[config.mk]
export PLATFORM = sky130hd
export DESIGN_NAME = layer_1_feeder
export DESIGN_NICKNAME = d
export VERILOG_FILES = /design/src/rtl/layer_1_feeder.sv
export SDC_FILE = /design/constraint.sdc
export NUM_CORES = 1
export LEC_CHECK = 0
export BUFFER_PORTS_ARGS = -buffer_cell sky130_fd_sc_hd__buf_2
export CAP_MARGIN = 20
export CELL_PAD_IN_SITES_DETAIL_PLACEMENT = 2
export CELL_PAD_IN_SITES_GLOBAL_PLACEMENT = 2
export CORE_ASPECT_RATIO = 0.6
export CORE_UTILIZATION = 40
export CTS_BUF_LIST = sky130_fd_sc_hd__clkbuf_16
export DETAILED_ROUTE_END_ITERATION = 8
export GPL_TIMING_DRIVEN = 0
export PLACE_DENSITY = 0.93
export SLEW_MARGIN = 20
export SYNTH_ARGS = -nofsm -noshare
export SYNTH_HDL_FRONTEND = slang
export SYNTH_SLANG_ARGS = --single-unit
[constraint.sdc]
create_clock -name clk -period 4.6 [get_ports clk]
set_clock_uncertainty 0.2 [all_clocks]
set_input_delay 0.46 -clock clk [delete_from_list [all_inputs] [get_ports clk]]
set_output_delay 0.46 -clock clk [all_outputs]
set_load 0.02 [all_outputs]
[src/rtl/layer_1_feeder.sv]
// -----------------------------------------------------------------------------
// layer_1_feeder
//   Sequencer for the registered 4-input dot-product neuron (layer_1). It keeps
//   a table of NEURONS weight rows, each holding four 5-bit signed weights. Each
//   accepted activation vector is run against every row in turn on the single
//   neuron. One 12-bit signed result per row is returned on a valid/ready stream.
//
//   Handshakes: a transfer happens on a rising clk edge where valid and ready
//   are both high. The producer holds valid and data stable until that edge.
//   The feeder holds res_valid/res_data/res_idx/res_last stable until res_ready.
//
//   Build option: define LAYER_1_FEEDER_RELU_EN to clamp negative results to 0.
//   Timing and handshake behaviour are the same in both builds.
//
// Ports
//   clk, rst           clock; synchronous active-high reset
//   wt_we/addr/data    weight row write, taken only in IDLE and only when
//                      addr < NEURONS; data = {w4,w3,w2,w1}
//   act_valid/ready    activation vector handshake; act_data = {in4,in3,in2,in1}
//   res_valid/ready    result stream; res_data is the signed dot product for
//                      row res_idx; res_last marks row NEURONS-1
//   busy               high whenever the sequencer is not IDLE
//   nrn_in1..4, w1..4  registered operands to the neuron
//   nrn_out            neuron output, combinational from its input registers
// -----------------------------------------------------------------------------
module layer_1_feeder #(
   parameter int NEURONS = 4,
   parameter int AW      = 2
) (
   input  logic          clk,
   input  logic          rst,
   input  logic          wt_we,
   input  logic [AW-1:0] wt_addr,
   input  logic [19:0]   wt_data,
   input  logic          act_valid,
   output logic          act_ready,
   input  logic [19:0]   act_data,
   output logic          res_valid,
   input  logic          res_ready,
   output logic [11:0]   res_data,
   output logic [AW-1:0] res_idx,
   output logic          res_last,
   output logic          busy,
   output logic [4:0]    nrn_in1,
   output logic [4:0]    nrn_in2,
   output logic [4:0]    nrn_in3,
   output logic [4:0]    nrn_in4,
   output logic [4:0]    nrn_w1,
   output logic [4:0]    nrn_w2,
   output logic [4:0]    nrn_w3,
   output logic [4:0]    nrn_w4,
   input  logic [11:0]   nrn_out
);

   typedef enum logic [1:0] {
      IDLE  = 2'd0,
      ISSUE = 2'd1,
      WAIT  = 2'd2,
      OUT   = 2'd3
   } state_t;

   state_t        state;
   logic [AW-1:0] idx;
   logic [19:0]   act_reg;
   logic [19:0]   nrn_in_q;
   logic [19:0]   nrn_w_q;

   // Sized to the full address space so that any idx value is a legal index.
   // Rows at or above NEURONS are never written or read.
   logic [19:0]   wt_mem [2**AW];

   logic          wt_ok;
   logic [19:0]   row0_fwd;
   logic [11:0]   res_next;

   assign wt_ok = wt_we && (state == IDLE) && (32'(wt_addr) < NEURONS);

   // A row-0 write on the same edge as the vector handshake must reach the
   // neuron. The table write and the operand load happen on the same edge.
   assign row0_fwd = (wt_ok && (wt_addr == '0)) ? wt_data : wt_mem[0];

`ifdef LAYER_1_FEEDER_RELU_EN
   assign res_next = nrn_out[11] ? 12'd0 : nrn_out;
`else
   assign res_next = nrn_out;
`endif

   assign {nrn_in4, nrn_in3, nrn_in2, nrn_in1} = nrn_in_q;
   assign {nrn_w4,  nrn_w3,  nrn_w2,  nrn_w1}  = nrn_w_q;

   always_ff @(posedge clk) begin
      if (rst) begin
         state     <= IDLE;
         idx       <= '0;
         act_reg   <= '0;
         nrn_in_q  <= '0;
         nrn_w_q   <= '0;
         res_valid <= 1'b0;
         res_data  <= '0;
         res_idx   <= '0;
         res_last  <= 1'b0;
         act_ready <= 1'b1;
         busy      <= 1'b0;
         for (int i = 0; i < 2**AW; i++) begin
            wt_mem[i] <= '0;
         end
      end else begin
         if (wt_ok) begin
            wt_mem[wt_addr] <= wt_data;
         end

         case (state)
            IDLE: begin
               if (act_valid) begin
                  // The operands are loaded here so that the neuron sees them
                  // for the whole ISSUE cycle.
                  act_reg   <= act_data;
                  idx       <= '0;
                  nrn_in_q  <= act_data;
                  nrn_w_q   <= row0_fwd;
                  act_ready <= 1'b0;
                  busy      <= 1'b1;
                  state     <= ISSUE;
               end
            end

            ISSUE: begin
               // The neuron captures its operands at the end of this cycle.
               state <= WAIT;
            end

            WAIT: begin
               res_data  <= res_next;
               res_idx   <= idx;
               res_last  <= (idx == AW'(NEURONS - 1));
               res_valid <= 1'b1;
               state     <= OUT;
            end

            OUT: begin
               if (res_ready) begin
                  res_valid <= 1'b0;
                  if (res_last) begin
                     act_ready <= 1'b1;
                     busy      <= 1'b0;
                     state     <= IDLE;
                  end else begin
                     // Weights cannot change while busy, so no forwarding here.
                     idx      <= idx + AW'(1);
                     nrn_in_q <= act_reg;
                     nrn_w_q  <= wt_mem[idx + AW'(1)];
                     state    <= ISSUE;
                  end
               end
            end

            default: state <= IDLE;
         endcase
      end
   end

endmodule
# Word level (Yosys, flattened, before mapping)
# Memory sizes are Yosys's and may differ from the RTL's.
# Cells that the tools add are included.
[classes] add_sub_neg=1 reduce_logical=12 n_eq_ne=8 muxes=35
[ops] cell="$mux 20" count=8
[ops] cell="$pmux 20 s2" count=2
[ops] cell="$reduce_or 20->1" count=1
[ops] cell="$mux 1" count=14
[ops] cell="$mux 2" count=6
[ops] cell="$ne 2x2->1 const B" count=4
[ops] cell="$pmux 2 s4" count=1
[ops] cell="$reduce_and 4->1" count=2
[ops] cell="$eq 2x2->1 const B" count=3
[ops] cell="$pmux 1 s2" count=3
[ops] cell="$reduce_and 2->1" count=3
[ops] cell="$logic_not 2->1" count=2
[ops] cell="$pmux 2 s2" count=1
[ops] cell="$reduce_bool 2->1" count=2
[ops] cell="$add 2x1->2 const B" count=1
[ops] cell="$eq 2x1->1 const B" count=1
[ops] cell="$logic_and 1x1->1" count=2
[totals] output_inout_bits=58 wordCells=68 inputBits=59 mem_bits_rw=80 n_memories=1 ff_bits=82
[mem_list] memory="wt_mem" depth=4 width=20 read_ports=2 rd_clocked_by_memory_dff=0 wr=4 line_no="70" source="logic [19:0] wt_mem [2**AW];"

# Depth between registers and ports, before layout
# Gate-level depths: netlist (run 1).
[logic_depth] depth_word=7 ltp_mapped=8 ltp_nobuf=6

# Least setup slack after synthesis (run 1)
# Ideal clock, no wire load.
[synth_path] kind="flip-flop to flip-flop" from="reg state[1]" to="mem wt_mem[0][0] (enable)" setup_time_ps=301 t_required_ps=4099 period_less_slack_ps=2053 path_buffers=2 arrival_ps=1552 path_stages_with_launch=7 setup_slack_ps=2547 path_cell_list="dfxtp_1 inv_1 ha_1 and4bb_1 buf_6 buf_12 or2_2"
[synth_rtl] item="from (decl)" line_no="62" source="state_t state;"
[synth_rtl] item="from (signal assigned)" line_no="93" source="state <= IDLE;"
[synth_rtl] item="from (signal assigned)" line_no="123" source="state <= ISSUE;"
[synth_rtl] item="from (signal assigned)" line_no="129" source="state <= WAIT;"
[synth_rtl] item="to (decl)" line_no="70"

==> flow_metrics.py, run 1 <==
metrics = {
    "synthesis": {
        "syn_area_per_cell_um2": 11.89,
        "yosys.area_share.xor_xnor": 0,
        "syn_inst": 610,
        "yosys_register_bits": 162,
        "syn_nets": 674,
        "synthSimpleGateAreaFrac": 0.1737,
        "synth_area_leaders": "edfxtp_1 (33%), dfxtp_1 (23%), mux2i_1 (8.0%)",
        "synth_top_area_frac": 0.3312,
        "synth_top_family_by_area": "simple AND/OR/NAND/NOR gates",
        "yosysUniqueCellTypes": 33,
        "yosys_warnings": 0,
        "seq_area_frac_synth": 0.5575,
        "synth_compound_area_frac": 0.07228,
        "netlist_area_um2": 7253,
        "synthAdderAreaFrac": 0.008625,
        "synthMuxAreaShare": 0.1468,
        "synth_top_cell_by_area": "edfxtp_1",
    },
    "setup_path": {
        "reg2reg_depth": 5,
        "worstSetupEndpointType": "register",
        "crit_path_start_kind": "register",
        "crit_family": "simple AND/OR/NAND/NOR gates",
        "crit_required_ns": 4.47,
        "ff2ff_setup_slack_ns": 1.80,
        "crit_cells": 5,
        "critical_path_class": "register to register",
        "critPathMaxFanout": 20,
        "startpoint": "state[0]",
        "arrival_ns": 2.66,
        "endpoint": "wt_mem[2][18]",
        "critPathSlowestCell": "or2_2",
        "crit_buf_inv": 1,
        "crit_chain": "inv_1 -> ha_1 -> nor2b_1 -> and4b_1 -> or2_2",
        "r2r-end": "wt_mem[2][18]",
        "cp_slowest_stage_delay_ns": 0.58,
        "r2r_start": "state[0]",
    },
    "sta": {
        "hold_viol": 0,
        "slew_headroom": 0.2705,
        "worst_pin_slew_ns": 1.094,
        "drv_slew": 0,
        "fmax_mhz": 357.4,
        "rsz0062_at_grt": "false",
        "setup_tns_ns": 0,
        "min_period_ns": 2.798,
        "finalSetupViolCount": 0,
        "min_period_over_period": 0.6082,
    },
    "clocking": {
        "ctsResizeCount": 0,
        "htree_levels": 4,
        "hold_buffers": 0,
        "cts_tree": "built",
        "cts_sinks": 162,
        "clk_latency_ns": 0.43,
        "clockBufferDepth": 2,
        "postCtsSetupRepairBufs": 0,
        "clk_pin_slew_worst_paths_ns": 0.07,
        "numCtsBuffers": 17,
        "cts-root-buf": "clkbuf_16",
    },
    "layout": {
        "layout_commonest_cell": "buf_2",
        "layout_common_cells": "buf_2 (128), dfxtp_1 (82), edfxtp_1 (80), nand2_1 (64), and2_1 (61)",
        "drive_gt1_frac": 0.2652,
        "layout.nets": 809,
        "layoutNonFillerInstCount": 992,
        "top_register": "wt_mem",
        "largest_reg_flops": 80,
        "final_util": 0.4990,
        "syn_to_final_growth_pct": 20.06,
        "num_antenna_cells": 0,
    },
    "global_routing": {
        "grt-ovfl-total": 0,
        "grt_pass1_wl_um": 37710,
        "grt_max_degree": 21,
        "antenna_found_initial": 0,
        "grt_pass1_vias": 6235,
        "grt.total_usage": 0.2767,
    },
    "drt": {
        "drt-wirelength-per-cell_um": 25.02,
        "drtAntennaViolNets": 0,
        "wl_um": 24820,
        "viasPerCell": 5.570,
        "drtIter0Drc": 341,
        "drc": 0,
        "drtPass1Iterations": 5,
        "vias": 5525,
    },
    "floorplanning": {
        "initial_core_util": 0.4156,
        "fp.dieH_um": 106.3,
        "die_x_um": 175.8,
        "rows": 37,
        "design.core.area_um2": 17450,
        "ios": 117,
        "die-area_um2": 18690,
    },
    "power": {
        "powerDensity_nw_per_um2": 578.3,
        "ir_drop_mv": 0.3543,
        "p_leak_nw": 3.659,
    },
    "placed_design": {
        "placed_cells_incl_taps": 960,
        "place_congestion": 0.7902,
        "dp_hpwl_um": 16550,
        "io_buffers": 116,
    },
    "job": {
        "maxCapViolations": 0,
    },
    "min_path": {
        "hp-class": "input pin to register",
        "hp-start": "nrn_out[7]",
    },
    "outcome": {
        "status": "completed",
    },
}
logic make-up (layout without fill, tap and decap cells):
family	count (synthesis)	after routing
simple gates	238	238
flops	162	162
compound gates	72	72
buf+inv	55	203
fa+ha+maj	5	5
mux	78	78
layout make-up:
cell class / instances / area, um2
Fill cell: 1729 / 8745
Clock buffer: 17 / 425.4
Timing Repair Buffer: 116 / 580.6
Sequential cell: 162 / 4044
Inverter: 5 / 18.77
Multi-Input combinational cell: 393 / 2912
Buffer: 50 / 279.0
Tap cell: 234 / 292.8
Clock inverter: 15 / 156.4
metrics by stage:
| step | setup WS [ns] | area, um2 | power (mW) | hold slack [ns] |
|---|---|---|---|---|
| after floorplan | 2.547 | 7253 | 2.980 | 0.2360 |
| after global placement | 2.203 | 8127 | 3.427 | 0.2406 |
| after detailed placement | 1.991 | 8127 | 3.586 | 0.2552 |
| after CTS | 1.865 | 8708 | 5.057 | 0.06295 |
| after global routing | 1.710 | 8708 | 5.233 | 0.08724 |
| final | 1.802 | 8708 | 5.036 | 0.07305 |
power breakdown:
part           internal [mW]  switching (mW)
Combinational          0.556            1.09
Clock                  0.765           0.666
Sequential              1.81           0.154
Total                   3.13            1.91
worst min-delay path by stage:
stage | endpoint | cells past startpoint
6_report | res_data[7] | 3
5_1_grt | res_data[7] | 3
4_1_cts | res_data[7] | 3
3_5_place_dp | act_reg[17] | 2
3_3_place_gp | act_reg[19] | 2
2_1_floorplan | act_reg[0] | 2
metal layers:
metal / global-route usage / share of wire
met4: 0.1149 / 0.023
met1: 0.3494 / 0.42
met3: 0.06295 / 0.059
met5: 0 / 0
met2: 0.4585 / 0.49
worst reg2reg max path: cells and delay by family (launching register included):
kind	cells	cell delay [ns]
simple gates	3	1.37
fa+ha+maj	1	0.35
flops	1	0.33
buf+inv	1	0.16
Yosys cell counts:
| library cell | instances |
|---|---|
| nor2b_1 | 5 |
| buf_12 | 2 |
| clkbuf_8 | 1 |
| nand2b_1 | 2 |
| or2_2 | 3 |
| a41o_1 | 1 |
| mux4_2 | 11 |
| and4bb_1 | 1 |
| a21oi_1 | 26 |
| clkbuf_1 | 27 |
| and3_1 | 21 |
| nor2_1 | 59 |
| mux4_1 | 9 |
| a221oi_1 | 1 |
| a211oi_1 | 21 |
| nand2_1 | 64 |
| buf_2 | 12 |
| o21a_1 | 1 |
| mux2i_1 | 58 |
| buf_4 | 5 |
| ha_1 | 5 |
| edfxtp_1 | 80 |
| nand3_1 | 1 |
| o21ai_0 | 2 |
| buf_1 | 1 |
| and2_1 | 61 |
| and4b_1 | 1 |
| dfxtp_1 | 82 |
| nor3_1 | 1 |
| buf_6 | 2 |
| nor3_2 | 19 |
| inv_1 | 5 |
| o211a_1 | 20 |
No activity file was read; power rests on OpenSTA's default activity.
==> run 2: changes to the inputs <==
--- a/config.mk
+++ b/config.mk
@@ -5,16 +5,17 @@
 export SDC_FILE = /design/constraint.sdc
 export NUM_CORES = 1
 export LEC_CHECK = 0
+export ABC_AREA = 1
 export BUFFER_PORTS_ARGS = -buffer_cell sky130_fd_sc_hd__buf_2
 export CAP_MARGIN = 20
 export CELL_PAD_IN_SITES_DETAIL_PLACEMENT = 2
 export CELL_PAD_IN_SITES_GLOBAL_PLACEMENT = 2
 export CORE_ASPECT_RATIO = 0.6
-export CORE_UTILIZATION = 40
+export CORE_UTILIZATION = 30
 export CTS_BUF_LIST = sky130_fd_sc_hd__clkbuf_16
 export DETAILED_ROUTE_END_ITERATION = 8
 export GPL_TIMING_DRIVEN = 0
-export PLACE_DENSITY = 0.93
+export PLACE_DENSITY = 0.85
 export SLEW_MARGIN = 20
 export SYNTH_ARGS = -nofsm -noshare
 export SYNTH_HDL_FRONTEND = slang
==> constraint.sdc (replaced) <==
create_clock -name clk -period 2.5 [get_ports clk]
set_clock_uncertainty 0.2 [all_clocks]
set_input_delay 0.25 -clock clk [delete_from_list [all_inputs] [get_ports clk]]
set_output_delay 0.25 -clock clk [all_outputs]
set_load 0.02 [all_outputs]
==> run 2 against run 1 <==
Net effect: sequential share of layout area decreased by 3.6 points; critical path depth rose by 2; register-to-register slack worse by 1.6 ns; largest cell class unchanged; critical endpoint is now wt_mem[2][16]; global-route usage decreased by 4.8 points; area after synthesis increased by 1.3%; combinational power grew 120%.
==> flow_metrics.py, run 2 <==
metrics = {
    "placed_design": {
        "dp_hpwl_um": 18360,
        "dpl_worst_slack_ns": -0.4560,
        "io_buffers": 115,
        "placed_cells_incl_taps": 1341,
        "place_congestion": 0.7897,
    },
    "synthesis": {
        "yosys.cell_count.top_type": "nor2_1",
        "syn_inst": 909,
        "yosys_register_bits": 162,
        "synthFlopType": "dfxtp_1",
        "netlist_area_um2": 7347,
        "yosys_warnings": 0,
        "seq_area_frac_synth": 0.5504,
        "synth_top_area_frac": 0.3270,
        "syn_nets": 973,
        "synth_area_leaders": "edfxtp_1 (33%), dfxtp_1 (22%), nor2_1 (9.5%)",
        "synthTopCellsByCount": "nor2_1 (185), nand2_1 (153), nand3_1 (124), inv_1 (91), dfxtp_1 (82)",
        "ys_async_sr_fraction": 0,
        "syn_area_per_cell_um2": 8.083,
        "synth_enable_flop_cells": 80,
        "synth_top_cell_by_area": "edfxtp_1",
        "yosysUniqueCellTypes": 23,
    },
    "layout": {
        "largest_reg_flops": 80,
        "layoutNonFillerInstCount": 1420,
        "layout.nets": 1156,
        "drive_gt1_frac": 0.1928,
        "layout_common_cells": "nor2_1 (185), nand2_1 (150), buf_2 (144), nand3_1 (124), inv_1 (92)",
        "top_register": "wt_mem",
        "num_antenna_cells": 0,
        "layout_commonest_cell": "nor2_1",
        "syn_to_final_growth_pct": 28.63,
        "multi_input_area_um2": 2674,
        "regArea_um2": 4044,
        "final.fill_count": 2671,
    },
    "power": {
        "powerDensity_nw_per_um2": 1067,
        "p_seq_frac": 0.365,
        "intPower_mw": 6.003,
        "p_leak_nw": 4.370,
        "pwr-share-clk": 0.267,
        "sw_frac_of_total": 0.4050,
        "power_frac_comb": 0.368,
        "finalPower_mw": 10.09,
        "ir_drop_mv": 0.5569,
        "power.switching_mw": 4.085,
    },
    "setup_path": {
        "reg2reg_depth": 7,
        "worstSetupEndpointType": "register",
        "arrival_ns": 2.23,
        "crit_required_ns": 2.43,
        "endpoint": "wt_mem[2][16]",
        "r2r-end": "wt_mem[2][16]",
        "ff2ff_setup_slack_ns": 0.20,
        "critical_path_class": "register to register",
        "startpoint": "state[0]",
        "r2r_start": "state[0]",
        "critPathMaxFanout": 20,
        "crit_path_start_kind": "register",
    },
    "sta": {
        "drv_slew": 0,
        "finalSetupViolCount": 0,
        "slew_headroom": 0.5566,
        "min_period_ns": 2.304,
        "hold_viol": 0,
        "rsz0062_at_grt": "false",
        "min_period_over_period": 0.9217,
        "fmax_mhz": 434.0,
        "worst_pin_slew_ns": 0.6651,
        "setup_slack_ns": 0.1958,
    },
    "clocking": {
        "clockBufferDepth": 2,
        "clk_pin_slew_worst_paths_ns": 0.07,
        "cts-root-buf": "clkbuf_16",
        "clk_latency_ns": 0.44,
        "htree_levels": 4,
        "cts_sinks": 162,
        "numCtsBuffers": 17,
        "cts_tree": "built",
    },
    "floorplanning": {
        "ios": 117,
        "initial_core_util": 0.3118,
        "design.core.area_um2": 23570,
        "fp.dieH_um": 123.2,
        "rows": 43,
        "die_x_um": 204.0,
        "die-area_um2": 25140,
    },
    "outcome": {
        "status": "completed",
    },
    "drt": {
        "drtPass1Iterations": 5,
        "wl_um": 28140,
        "drt-wirelength-per-cell_um": 19.81,
        "viasPerCell": 4.917,
        "drtIter0Drc": 383,
        "vias": 6982,
        "drtAntennaViolNets": 0,
        "drc": 0,
    },
    "global_routing": {
        "grt.total_usage": 0.2286,
        "grt_pass1_vias": 7489,
        "antenna_found_initial": 0,
        "grt_pass1_wl_um": 42710,
        "grt-ovfl-total": 0,
        "grt_max_degree": 21,
    },
    "min_path": {
        "hp-class": "input pin to register",
    },
    "job": {
        "maxCapViolations": 0,
    },
}
## run 2: changes by cell type in the layout (fill, tap and decap cells not counted), moves of 19 or more
cell | before | now
a211oi_1 | 21 | 0
and2_1 | 61 | 0
and3_1 | 21 | 0
dlygate4sd3_1 | 0 | 47
inv_1 | 6 | 92
mux2i_1 | 58 | 0
nand2_1 | 64 | 150
nand3_1 | 1 | 124
nor2_1 | 59 | 185
nor3_2 | 19 | 0
o211a_1 | 20 | 0
o21ai_0 | 2 | 76
## run 2: worst min path at each step
stage	from	to	slack, ns	cells past startpoint
6_report	wt_data[8]	wt_mem[2][8]	0.02	3
5_1_grt	wt_data[9]	wt_mem[2][9]	0.03	3
3_3_place_gp	busy	busy	0.25	2
4_1_cts	wt_data[1]	wt_mem[0][1]	0.006	3
3_5_place_dp	busy	busy	0.27	2
2_1_floorplan	nrn_out[0]	res_data[0]	0.18	2
## run 2: power groups by stage
stage	clock, mW	sequential, mW	combinational, mW
3_3_place_gp	0	3.69	3.43
2_1_floorplan	0	4.08	1.87
6_report	2.69	3.69	3.71
3_5_place_dp	0	3.72	3.57
4_1_cts	2.73	3.67	3.69
5_1_grt	2.84	3.74	4.06
## run 2: area by class of cell
cell class                      count  share of cell area
Sequential cell                   162              0.4279
Multi-Input combinational cell    591              0.2829
Timing Repair Buffer              164              0.1131
Clock buffer                       17             0.04502
Tap cell                          315             0.04171
Inverter                           97             0.03853
Buffer                             59             0.03403
Clock inverter                     15             0.01681
## run 2: per-stage QoR
stage	area, um2	hold slack [ns]	setup TNS, ns	utilization
floorplan	7352	0.1849	0	-
global placement	8322	0.2500	-34.13	0.3531
detailed placement	8353	0.2675	-25.60	0.3545
CTS	9430	0.006377	0	0.4002
global route	9450	0.02910	0	0.4010
finish	9450	0.02166	0	0.4010
## run 2: cells by family after synthesis
| group | share of synthesized area |
|---|---|
| AOI/OAI and AO/OA | 0.07612 |
| and+or+nand+nor | 0.2716 |
| buffers and inverters | 0.09332 |
| adders and majority gates | 0.008515 |
| DFF | 0.5504 |
## run 2: layer usage
| metal | vias up | wire [um] | track usage |
|---|---|---|---|
| met5 | - | 0 | 0 |
| met4 | 0 | 329 | 0.05784 |
| met3 | 25 | 1261 | 0.04797 |
| met2 | 149 | 13410 | 0.3795 |
| met1 | 3513 | 13130 | 0.3044 |
| li1 | 3295 | - | - |
## run 2: what timing repair did
| action | in CTS | in global routing |
|---|---|---|
| endpoints found under the hold margin | 74 | 0 |
| buffers inserted | 0 | 0 |
| resized for setup | 6 | 3 |
| endpoints found under the setup margin | 60 | 41 |
| hold buffers | 47 | 0 |
## run 2: critical path: stages, from the launching register on
cell and delay, ns:
dfxtp_1 0.35, inv_1 0.14, ha_2 0.28, nand2_2 0.13, nor2_2 0.19, nand3_1 0.18
buf_2 0.28, nand2_8 0.22
